===== config.mk =====
export PLATFORM = sky130hd
export DESIGN_NAME = instr_fetch
export DESIGN_NICKNAME = d
export VERILOG_FILES = /design/src/rtl/instr_fetch_pkg.sv /design/src/rtl/instr_fetch.sv
export SDC_FILE = /design/constraint.sdc
export NUM_CORES = 1
export LEC_CHECK = 0
export CORE_MARGIN = 2
export CORE_UTILIZATION = 49
export DETAILED_ROUTE_END_ITERATION = 16
export PLACE_DENSITY_LB_ADDON = 0.08
export SYNTH_ARGS = -nofsm -noshare
export SYNTH_HDL_FRONTEND = slang
export SYNTH_SLANG_ARGS = --single-unit

===== constraint.sdc =====
create_clock -name clk -period 4.3 [get_ports clk]
set_clock_uncertainty 0.2 [all_clocks]
set_input_delay 1.075 -clock clk [delete_from_list [all_inputs] [get_ports clk]]
set_output_delay 1.075 -clock clk [all_outputs]
set_load 0.05 [all_outputs]

===== src/rtl/instr_fetch_pkg.sv =====
// Shared definitions for the instruction fetch front end: RV32I major opcodes,
// the canonical NOP word and the fetch-state encoding.
package instr_fetch_pkg;

  localparam logic [4:0]  OPC_LOAD   = 5'b00000;
  localparam logic [4:0]  OPC_OP_IMM = 5'b00100;
  localparam logic [4:0]  OPC_STORE  = 5'b01000;
  localparam logic [4:0]  OPC_OP     = 5'b01100;
  localparam logic [4:0]  OPC_LUI    = 5'b01101;
  localparam logic [4:0]  OPC_BRANCH = 5'b11000;
  localparam logic [4:0]  OPC_JALR   = 5'b11001;
  localparam logic [4:0]  OPC_JAL    = 5'b11011;

  localparam logic [31:0] NOP_INSTR  = 32'h0000_0013;

  typedef enum logic [2:0] {
    ST_IDLE = 3'd0,
    ST_REQ  = 3'd1,
    ST_WAIT = 3'd2,
    ST_HOLD = 3'd3,
    ST_DROP = 3'd4
  } fetch_state_e;

endpackage


===== src/rtl/instr_fetch.sv =====
// Instruction fetch: one outstanding imem read at a time, result parked in the
// instruction register and presented to the decoder as split RV32I fields.
module instr_fetch
  import instr_fetch_pkg::*;
#(
  parameter int              XLEN     = 32,
  parameter logic [XLEN-1:0] RESET_PC = 32'h0000_0000
) (
  input  logic            clk,
  input  logic            rst,
  output logic            imem_req,
  output logic [XLEN-1:0] imem_addr,
  input  logic            imem_gnt,
  input  logic            imem_rvalid,
  input  logic [XLEN-1:0] imem_rdata,
  input  logic            redirect,
  input  logic [XLEN-1:0] redirect_pc,
  output logic            instr_valid,
  input  logic            instr_ready,
  output logic [4:0]      opcode,
  output logic [2:0]      func3,
  output logic [6:0]      func7,
  output logic [4:0]      rd,
  output logic [4:0]      rs1,
  output logic [4:0]      rs2,
  output logic [XLEN-1:0] instr_pc,
  output logic            illegal
);

  fetch_state_e    state_q, state_d;
  logic [XLEN-1:0] pc_q, pc_d;
  logic [XLEN-1:0] ir_q, ir_d;
  logic [XLEN-1:0] ipc_q, ipc_d;
  logic            req_q, req_d;
  logic            vld_q, vld_d;

  logic [XLEN-1:0] target_s;
  logic [XLEN-1:0] pc_inc_s;
  logic            unused_ok_s;

  assign target_s    = {redirect_pc[XLEN-1:2], 2'b00};
  assign pc_inc_s    = pc_q + XLEN'(4);
  assign unused_ok_s = ^redirect_pc[1:0];

  // Next-state, PC and IR update; redirect outranks every other event
  always_comb begin
    state_d = state_q;
    pc_d    = pc_q;
    ir_d    = ir_q;
    ipc_d   = ipc_q;
    if (redirect) begin
      pc_d = target_s;
      case (state_q)
        ST_REQ:  state_d = imem_gnt    ? ST_DROP : ST_REQ;
        ST_WAIT: state_d = imem_rvalid ? ST_REQ  : ST_DROP;
        // An accepted read is still in flight; keep waiting so it cannot alias a new fetch.
        ST_DROP: state_d = imem_rvalid ? ST_REQ  : ST_DROP;
        default: state_d = ST_REQ;
      endcase
    end else begin
      case (state_q)
        ST_IDLE: begin
          state_d = ST_REQ;
        end
        ST_REQ: begin
          if (imem_gnt) begin
            state_d = ST_WAIT;
          end else begin
            state_d = ST_REQ;
          end
        end
        ST_WAIT: begin
          if (imem_rvalid) begin
            ir_d    = imem_rdata;
            ipc_d   = pc_q;
            pc_d    = pc_inc_s;
            state_d = ST_HOLD;
          end else begin
            state_d = ST_WAIT;
          end
        end
        ST_HOLD: begin
          if (instr_ready) begin
            state_d = ST_REQ;
          end else begin
            state_d = ST_HOLD;
          end
        end
        ST_DROP: begin
          if (imem_rvalid) begin
            state_d = ST_REQ;
          end else begin
            state_d = ST_DROP;
          end
        end
        default: begin
          state_d = ST_IDLE;
        end
      endcase
    end
    req_d = (state_d == ST_REQ);
    vld_d = (state_d == ST_HOLD);
  end

  // Fetch state, PC, IR and registered handshake outputs
  always_ff @(posedge clk or negedge rst) begin
    if (!rst) begin
      state_q <= ST_IDLE;
      pc_q    <= {RESET_PC[XLEN-1:2], 2'b00};
      ir_q    <= XLEN'(NOP_INSTR);
      ipc_q   <= {RESET_PC[XLEN-1:2], 2'b00};
      req_q   <= 1'b0;
      vld_q   <= 1'b0;
    end else begin
      state_q <= state_d;
      pc_q    <= pc_d;
      ir_q    <= ir_d;
      ipc_q   <= ipc_d;
      req_q   <= req_d;
      vld_q   <= vld_d;
    end
  end

  assign imem_req    = req_q;
  assign imem_addr   = pc_q;
  assign instr_valid = vld_q;
  assign instr_pc    = ipc_q;

  assign opcode = ir_q[6:2];
  assign rd     = ir_q[11:7];
  assign func3  = ir_q[14:12];
  assign rs1    = ir_q[19:15];
  assign rs2    = ir_q[24:20];
  assign func7  = ir_q[31:25];

  assign illegal = vld_q & (ir_q[1:0] != 2'b11);

endmodule


* Yosys cells after proc, flatten, opt, wreduce, memory -nomap -nowiden
Index checks and enable logic that the tools add are counted.
W data, S select, Z words.
** Cells by class
- Add/subtract/negate cells :: 1
- Multipliers :: 0
- Div/mod/pow operators :: 0
- Magnitude comparators :: 0
- Equal/unequal tests :: 7
- Shift-type cells :: 0
- Muxes and demuxes :: 11
- Bitwise logic cells :: 2
- Reductions and logical operators :: 6
** Operators by type and width (number)
- $mux W32 :: 3
- $add A32 B3 Y32 const B :: 1
- $pmux W3 S5 :: 1
- $eq A3 B2 Y1 const B :: 3
- $mux W3 :: 3
- $eq A3 B1 Y1 const B :: 2
- $pmux W3 S2 :: 1
- $mux W2 :: 2
- $reduce_bool A2 Y1 :: 2
- $eq A3 B3 Y1 const B :: 1
- $logic_not A3 Y1 :: 1
- $reduce_and A3 Y1 :: 1
- $ne A2 B2 Y1 const B :: 1
- $reduce_and A2 Y1 :: 1
- $reduce_or A2 Y1 :: 1
- $and A1 B1 Y1 :: 1
- $mux W1 :: 1
- $not A1 Y1 :: 1
** Word-level totals
- Bits in registers :: 101
- Bits in latches :: 0
- RAM bits :: 0
- ROM bits :: 0
- Input bits :: 70
- Output and inout bits :: 97
- Logic and storage cells :: 33
- Memories :: 0

* Logic depth before layout (Yosys ltp)
Gate-level depths: netlist of run 1.
- Depth after elaboration :: 5
- Gate-level depth with buffers :: 7
- Gate-level depth less buffers :: 6

* Worst setup path after synthesis of run 1
OpenSTA, ideal clock, no wires.
- Path type :: reg-to-output
- Start :: register vld_q (netlist: instr_valid)
- End :: output illegal
- Data arrival time :: 1.813 ns
- Path slack :: 1.212 ns
- Stages on the path, launching flop included :: 2
- Buffers on the path :: 0
- Path through :: dfrtp_1 > a21boi_0
** On the way
- Cells in the longest elaborated chain, start to end :: 1
** RTL lines
- start, declared :: line instr_fetch.sv:35 : logic vld_q, vld_d;
- start signal, assigned :: line instr_fetch.sv:120 : vld_q <= vld_d;
- $and A1 B1 Y1 :: line instr_fetch.sv:136 : assign illegal = vld_q & (ir_q[1:0] != 2'b11);
- end, declared :: line instr_fetch.sv:27 : output logic illegal
No other way between the ends.

* Worst setup path in the final report of run 1
- Start :: input imem_rvalid
- End :: register ir_q[16]
** On the way
- Cells in the longest elaborated chain, start to end :: 1
** RTL lines
- start, declared :: line instr_fetch.sv:14 : input logic imem_rvalid,
- $reduce_and A3 Y1 (no line)
- end signal, assigned :: line instr_fetch.sv:110 : ir_q <= XLEN'(NOP_INSTR);
- end signal, assigned :: line instr_fetch.sv:117 : ir_q <= ir_d;
- end, declared :: line instr_fetch.sv:32 : logic [XLEN-1:0] ir_q, ir_d;
No other way between the ends.
A chain may end at the register's enable or synchronous reset.

==> summary.md, run 1 <==
| Metric | Value |
|---|---|
| Complex-gate fraction of the synthesized area | under 10% |
| Post-CTS Setup Bufs | 0 |
| First-pass GRT wire length | around 16000 microns |
| Worst setup SP type | input pin |
| Worst-Margin Slew | roughly 1100 ps |
| Ant diodes | 0 |
| Remaining DRCs | 0 |
| Initial Util | 50.3% |
| Die H | about 100 microns |
| Clock Path Buffers | 2 |
| PwrDens | roughly 630 nW/um^2 |
| Synth Flop Type | dfrtp_1 |
| Mapped Cells | about 390 |
| Post-synth EDFFs | 0 |
| GRT Total Usage | just under 20% |
| Status | complete, no violations |
| Crit share post-route | ~74% |
| Initial antenna violation count | 0 |
| Post-layout net count | 582 |
| Row count | 35 |
| Clock transition at the registers of the reported paths | 100 ps |
| Core area | roughly 9200 sq um |
| IO Pins | ~170 |
| Fin. max-slew vios | 0 |
| Sink Count | 97 |
| Ratio of cells with drive above 1 in the final layout | around a fifth |
| Max_cap viols | 0 |
| Hold path start | ir_q[23] |
| Post-CTS sizing | 0 |
| CTS tree | yes |
| Cell taking the most area after synthesis | dfrtp_1 |
| Ys async rst share | 100% |
| Hold crit path type | flip-flop to flip-flop |
| Simple-Gate Fraction of Synth Area | 13.8% |
| Root buffer cell | clkbuf_8 |
| Wirelength, routed | approximately 9800 microns |
| Max H-tree Level | 3 |
| Gpl congestion | roughly 0.74 |
| Final ANT Viol Nets | 0 |
| Reg2Reg Setup Slack | roughly 1800 ps |
| Clk Latency, worst-skew pair | around 350 ps |
| Adder-cell share of the synthesized area | less than 1% |
| Final setup margin | approximately 1100 ps |
| Synth top area cells | dfrtp_1 (51%), mux2_2 (16%), buf_4 (5.7%) |
| Post-Place Setup Slack | approximately 740 ps |
| DR iter-0 viols | 127 |
| Setup CP Type | input pin to flip-flop |
| Crit path from | imem_rvalid |
| Worst Setup End Kind | flip-flop |
| Average size of a mapped cell | about 12 sq um |
| Netlist cell types | 39 |
| Final setup vio count | 0 |
| Fin crit period | about 3200 ps |
| Flops & latches, synth | 97 |
| Yosys warns | 0 |
| Multiplexer share of the synthesized area | approximately 16% |
| Pre-Repair DR Iteration Count | 4 |
| Fmax | ~320 MHz |
| CP required | 4340 ps |
| Dpl cells | around 630 |
| Main combinational cell family by area after synthesis | multiplexers |
| Grt ovf | 0 |
| IO Port Bufs | 160 |
| Fin. Hold Viols | 0 |
| Hold_buf cts | 0 |
| Fill cell count | about 720 |
| Sum of negative setup slack | 0 ps |
| Leakage power | between 0.002 and 0.003 uW |
| WL/cell | 15.3 microns |
| Tightest hold margin | between 300 and 400 ps |
| Cell with the most instances after synthesis | dfrtp_1 |
| Worst-path fanout max | 37 |
| Worst flop-to-flop path startpoint | state_q[2] |
| Most frequent cells after synthesis | dfrtp_1 (94), mux2_2 (65), nand2_1 (40) |
| Synth top area share | 50.6% |
| Vias per cell | about 5 |
| Vias in the first global route | between 3k and 4k |
| Vias | about 3.2k |
| Relative slew slack | 28.5% |
| TritonCTS Buffers | 9 |
| Largest net degree at the start of global routing | 89 |
| Unrepaired setup endpoints after global routing | no |
| Finished Layout Cells | 644 |
| Power, Total | 3960 uW |
| Max IR drop VDD | between 0.3 and 0.4 mV |
| Die Area | between 10000 and 15000 sq um |
| Chip width | 101 microns |
| HPWL after detailed placement | ~7200 microns |
| XOR/XNOR Fraction of Synth Area | around 5.7% |
| Post-synthesis cell area | between 4000 and 5000 sq um |
| Crit path DAT | roughly 3200 ps |
| Synth-to-Final Area Change | 35.9% |
| Sequential area share after synthesis | a little over half |
## worst paths after layout
path                       cells past startpoint  endpoint
min in group asynchronous                      1  ir_q[30]
max                                            5  ir_q[16]
max reg2reg                                    4  ir_q[16]
min reg2reg                                    1  ir_q[23]
min                                            1  ir_q[23]
max in group asynchronous                      2  ir_q[14]
## metal layers
layer	vias up	share of wire (%)	GRT usage (%)	wire (microns)
met5	-	0	0	0
met4	0	1.3	6.55	128
met3	12	5.6	4.14	546
met2	103	49	32.7	4780
met1	1563	45	26.0	4380
li1	1540	-	-	-
## report_power, final
group          total, uW  internal [uW]  switching [uW]
Combinational       1940            719            1220
Sequential          1370           1200             175
Clock                644            328             317
Total               3960           2250            1710
## worst max-delay path, cell delays in order
cell             delay, ps
clkdlybuf4s50_1        520
and4bb_4               410
nor2b_4                530
buf_12                 290
mux2_2                 370
## sequential cells by signal, indices dropped and copies added (netlist names)
name         count
instr_pc        30
imem_addr       30
state_q          3
ir_q            32
imem_req         1
instr_valid      1
## cells by family after synthesis
logic type      Yosys count
other cells               1
compound gates           33
xor+xnor                 30
simple gates            101
flops                    97
fa+ha+maj                 1
buf+inv                  56
mux                      66
## layout make-up
type | instances | area (sq um) | area share [%]
Multi-Input combinational cell | 235 | 1850 | 29.3
Tap cell | 129 | 161 | 2.56
Inverter | 3 | 11.3 | 0.178
Clock buffer | 9 | 124 | 1.96
Timing Repair Buffer | 165 | 1640 | 26.0
Clock inverter | 6 | 90.1 | 1.43
Sequential cell | 97 | 2430 | 38.5
## cells in the final DEF (no fill, tap or decap), types with 2 or more instances in the layout
cell type | Yosys | final
inv_6 | 0 | 2
and4_1 | 3 | 3
inv_1 | 3 | 3
nand3_1 | 3 | 3
clkdlybuf4s50_1 | 0 | 158
o31ai_1 | 2 | 2
mux2_2 | 65 | 65
clkbuf_8 | 0 | 9
conb_1 | 1 | 4
nand4_4 | 2 | 2
dfstp_2 | 3 | 3
nand2_1 | 40 | 40
o21ai_1 | 17 | 17
and2_1 | 5 | 5
and3_1 | 8 | 8
o21ai_0 | 10 | 10
nand4_1 | 8 | 8
xor2_1 | 8 | 8
nor4_2 | 8 | 8
dfrtp_1 | 94 | 94
buf_4 | 35 | 5
nand3_2 | 2 | 2
nor2_1 | 5 | 5
a21oi_1 | 2 | 2
nor3b_1 | 2 | 2
nor3_1 | 7 | 7
xnor2_1 | 22 | 22
bufinv_16 | 0 | 2
## stage by stage
stage / area [sq um] / util [%]
4_1_cts: 6310 / 68.3
6_report: 6310 / 68.3
5_1_grt: 6310 / 68.3
3_5_place_dp: 6100 / 66.0
3_3_place_gp: 6100 / 66.0
2_1_floorplan: 4660 / -
No activity file was read; power rests on OpenSTA's default activity.
==> inputs of run 2 (changes only) <==
- CORE_UTILIZATION: 49 -> 45
- clock period: 4.3 -> 3.1 ns (I/O delays scaled with it)
==> summary.md, run 2 (same netlist as run 1, synthesis figures left out) <==
| Metric | Value |
|---|---|
| Final setup vio count | 0 (unchanged) |
| CP peak stage delay | 900 ps (+370 ps) |
| Relative slew slack | 59.4% (+31 points) |
| Final ANT Viol Nets | 0 (unchanged) |
| GRT Total Usage | 18.6% (-1.2 points) |
| Status | complete, no violations |
| Vias | 3225 (+0.22%) |
| Clock transition at the registers of the reported paths | 90 ps (about the same) |
| Core area | 10200 sq um (+10%) |
| Worst Path Buf+Inv | 1 (-1) |
| Row count | 37 (+5.7%) |
| Clock Path Buffers | 2 (unchanged) |
| Sum of negative setup slack | 0 ps (unchanged) |
| Wirelength, routed | 10000 microns (+1.7%) |
| Tightest hold margin | 214 ps (-96.2 ps) |
| Fin crit period | roughly 2800 ps |
| Worst-path fanout max | 7 (-81%) |
| Internal power | 3160 uW (+41%) |
| Initial Util | 45.6% (-4.7 points) |
| Highest-count cells in the layout ignoring fill and taps | clkdlybuf4s50_1 (158), dfrtp_1 (94), mux2_2 (65) |
| Max H-tree Level | 3 (unchanged) |
| Fmax | between 300 and 400 MHz |
| Ratio of cells with drive above 1 in the final layout | 21.0% (+0.27 points) |
| Pre-Repair DR Iteration Count | 4 (unchanged) |
| Worst-Margin Slew | 609 ps (-464 ps) |
| Reg power frac | 34.4% (-0.3 points) |
| WL/cell | 15.3 microns (+0.12%) |
| Crit share post-route | about nine tenths |
| IO Port Bufs | 160 (unchanged) |
| Root buffer cell | clkbuf_8 |
| NetSw | 2370 uW (+38%) |
| First-pass GRT wire length | 16500 microns (+4.6%) |
| DR iter-0 viols | 96 (-24%) |
| Initial antenna violation count | 0 (unchanged) |
| CP required | 2120 ps (-2220 ps) |
| Max IR drop VDD | 0.447 mV (+21%) |
| Setup CP Type | flip-flop to primary output |
| IO Pins | 167 (unchanged) |
| Hold_buf cts | 0 (unchanged) |
| Hold crit path type | input pin to async pin |
| Post-CTS Setup Bufs | 0 (unchanged) |
| Largest net degree at the start of global routing | 54 (-39%) |
| Leakage power | 0.00265 uW (+1.0%) |
| HPWL after detailed placement | 7220 microns (+0.12%) |
| Register area | 2430 sq um (unchanged) |
| CTS tree | yes |
| Die H | 106 microns (+4.2%) |
| Post-CTS sizing | 0 (unchanged) |
| Unrepaired setup endpoints after global routing | no |
| Clk Latency, worst-skew pair | 360 ps (about the same) |
| Remaining DRCs | 0 (unchanged) |
| Slowest CP cell | clkdlybuf4s50_1 |
| Fin. max-slew vios | 0 (unchanged) |
| Die Area | 11200 sq um (+8.5%) |
| Ant diodes | 0 (unchanged) |
| Synth-to-Final Area Change | 37.0% |
| Sw frac | 42.8% (-0.47 points) |
| Clock power share | 16.9% (+0.6 points) |
| Max FFs per register | 32 (unchanged) |
| Crit path DAT | 1850 ps (-1370 ps) |
| Sink Count | 97 (unchanged) |
| Grt ovf | 0 (unchanged) |
| Worst setup SP type | flip-flop |
| Comb pwr share | 48.7% (-0.4 points) |
| Multi-input logic area | 1850 sq um (unchanged) |
| Worst Setup End Kind | primary output |
| Max_cap viols | 0 (unchanged) |
| Fin. Hold Viols | 0 (unchanged) |
| Vias in the first global route | 3338 (+3.2%) |
| Final Util | 62.5% (-5.8 points) |
| Post-layout net count | 584 (+0.34%) |
| Gpl congestion | 0.750 (+1.7%) |
| TritonCTS Buffers | 9 (unchanged) |
| Largest register by flop count | ir_q |
| Fill cell count | 861 (+19%) |
| Chip width | 106 microns (+4.2%) |
| Crit-path cells | clkdlybuf4s50_1 |
| CP delay by family, top | buffers and inverters |
| Vias per cell | 4.93 (-1.3%) |
| Most common cell after layout, fill and taps aside | clkdlybuf4s50_1 |
| PwrDens | 870 nW/um^2 (+39%) |
run 2: cell count changes in the layout (fill, tap and decap cells not counted), sizes merged:
cell / before / now
clkinvlp: 1 / 0
inv: 5 / 4
buf: 7 / 9
clkbuf: 9 / 12
run 2: through the flow:
step | worst slack, ps | instances | cell area (sq um) | power (uW)
global placement | 234 | 638 | 6140 | 4600
finish | 274 | 654 | 6370 | 5540
detailed placement | 192 | 638 | 6140 | 4650
floorplan | 312 | 388 | 4660 | 3950
CTS | 230 | 654 | 6370 | 5600
global route | 195 | 654 | 6370 | 5800
run 2: worst paths after layout:
check                              start            end  slack, ps  cells after the start
max                        imem_addr[16]  imem_addr[16]        270                      1
min                                  rst       ir_q[28]        210                      1
max reg2reg                   state_q[2]       ir_q[21]        910                      4
min reg2reg                      ir_q[2]        ir_q[2]        310                      1
max in group asynchronous            rst        ir_q[4]       1740                      2
min in group clk                 ir_q[2]        ir_q[2]        310                      1
run 2: final cells by class:
class                   instances  area share [%]
clock buffers                  12            2.44
repair buffers                167            26.3
clock inverters                 4            1.16
inverters                       3           0.177
well taps                     136            2.67
flip-flops and latches         97            38.2
multi-input cells             235            29.1
run 2: routing by layer:
layer  part of all wire (%)  global-route usage (%)  vias up
li1                       -                       -     1541
met1                     45                    24.8     1581
met2                     49                    29.9       94
met3                    5.3                    4.58        9
met4                   0.81                    5.92        0
met5                      0                       0        -
run 2: power groups by stage:
stage | combinational [uW] | sequential, uW | clock, uW
6_report | 2700 | 1900 | 936
5_1_grt | 2810 | 1960 | 1030
4_1_cts | 2720 | 1910 | 975
3_5_place_dp | 2720 | 1940 | 0
3_3_place_gp | 2690 | 1910 | 0
2_1_floorplan | 1430 | 2530 | 0
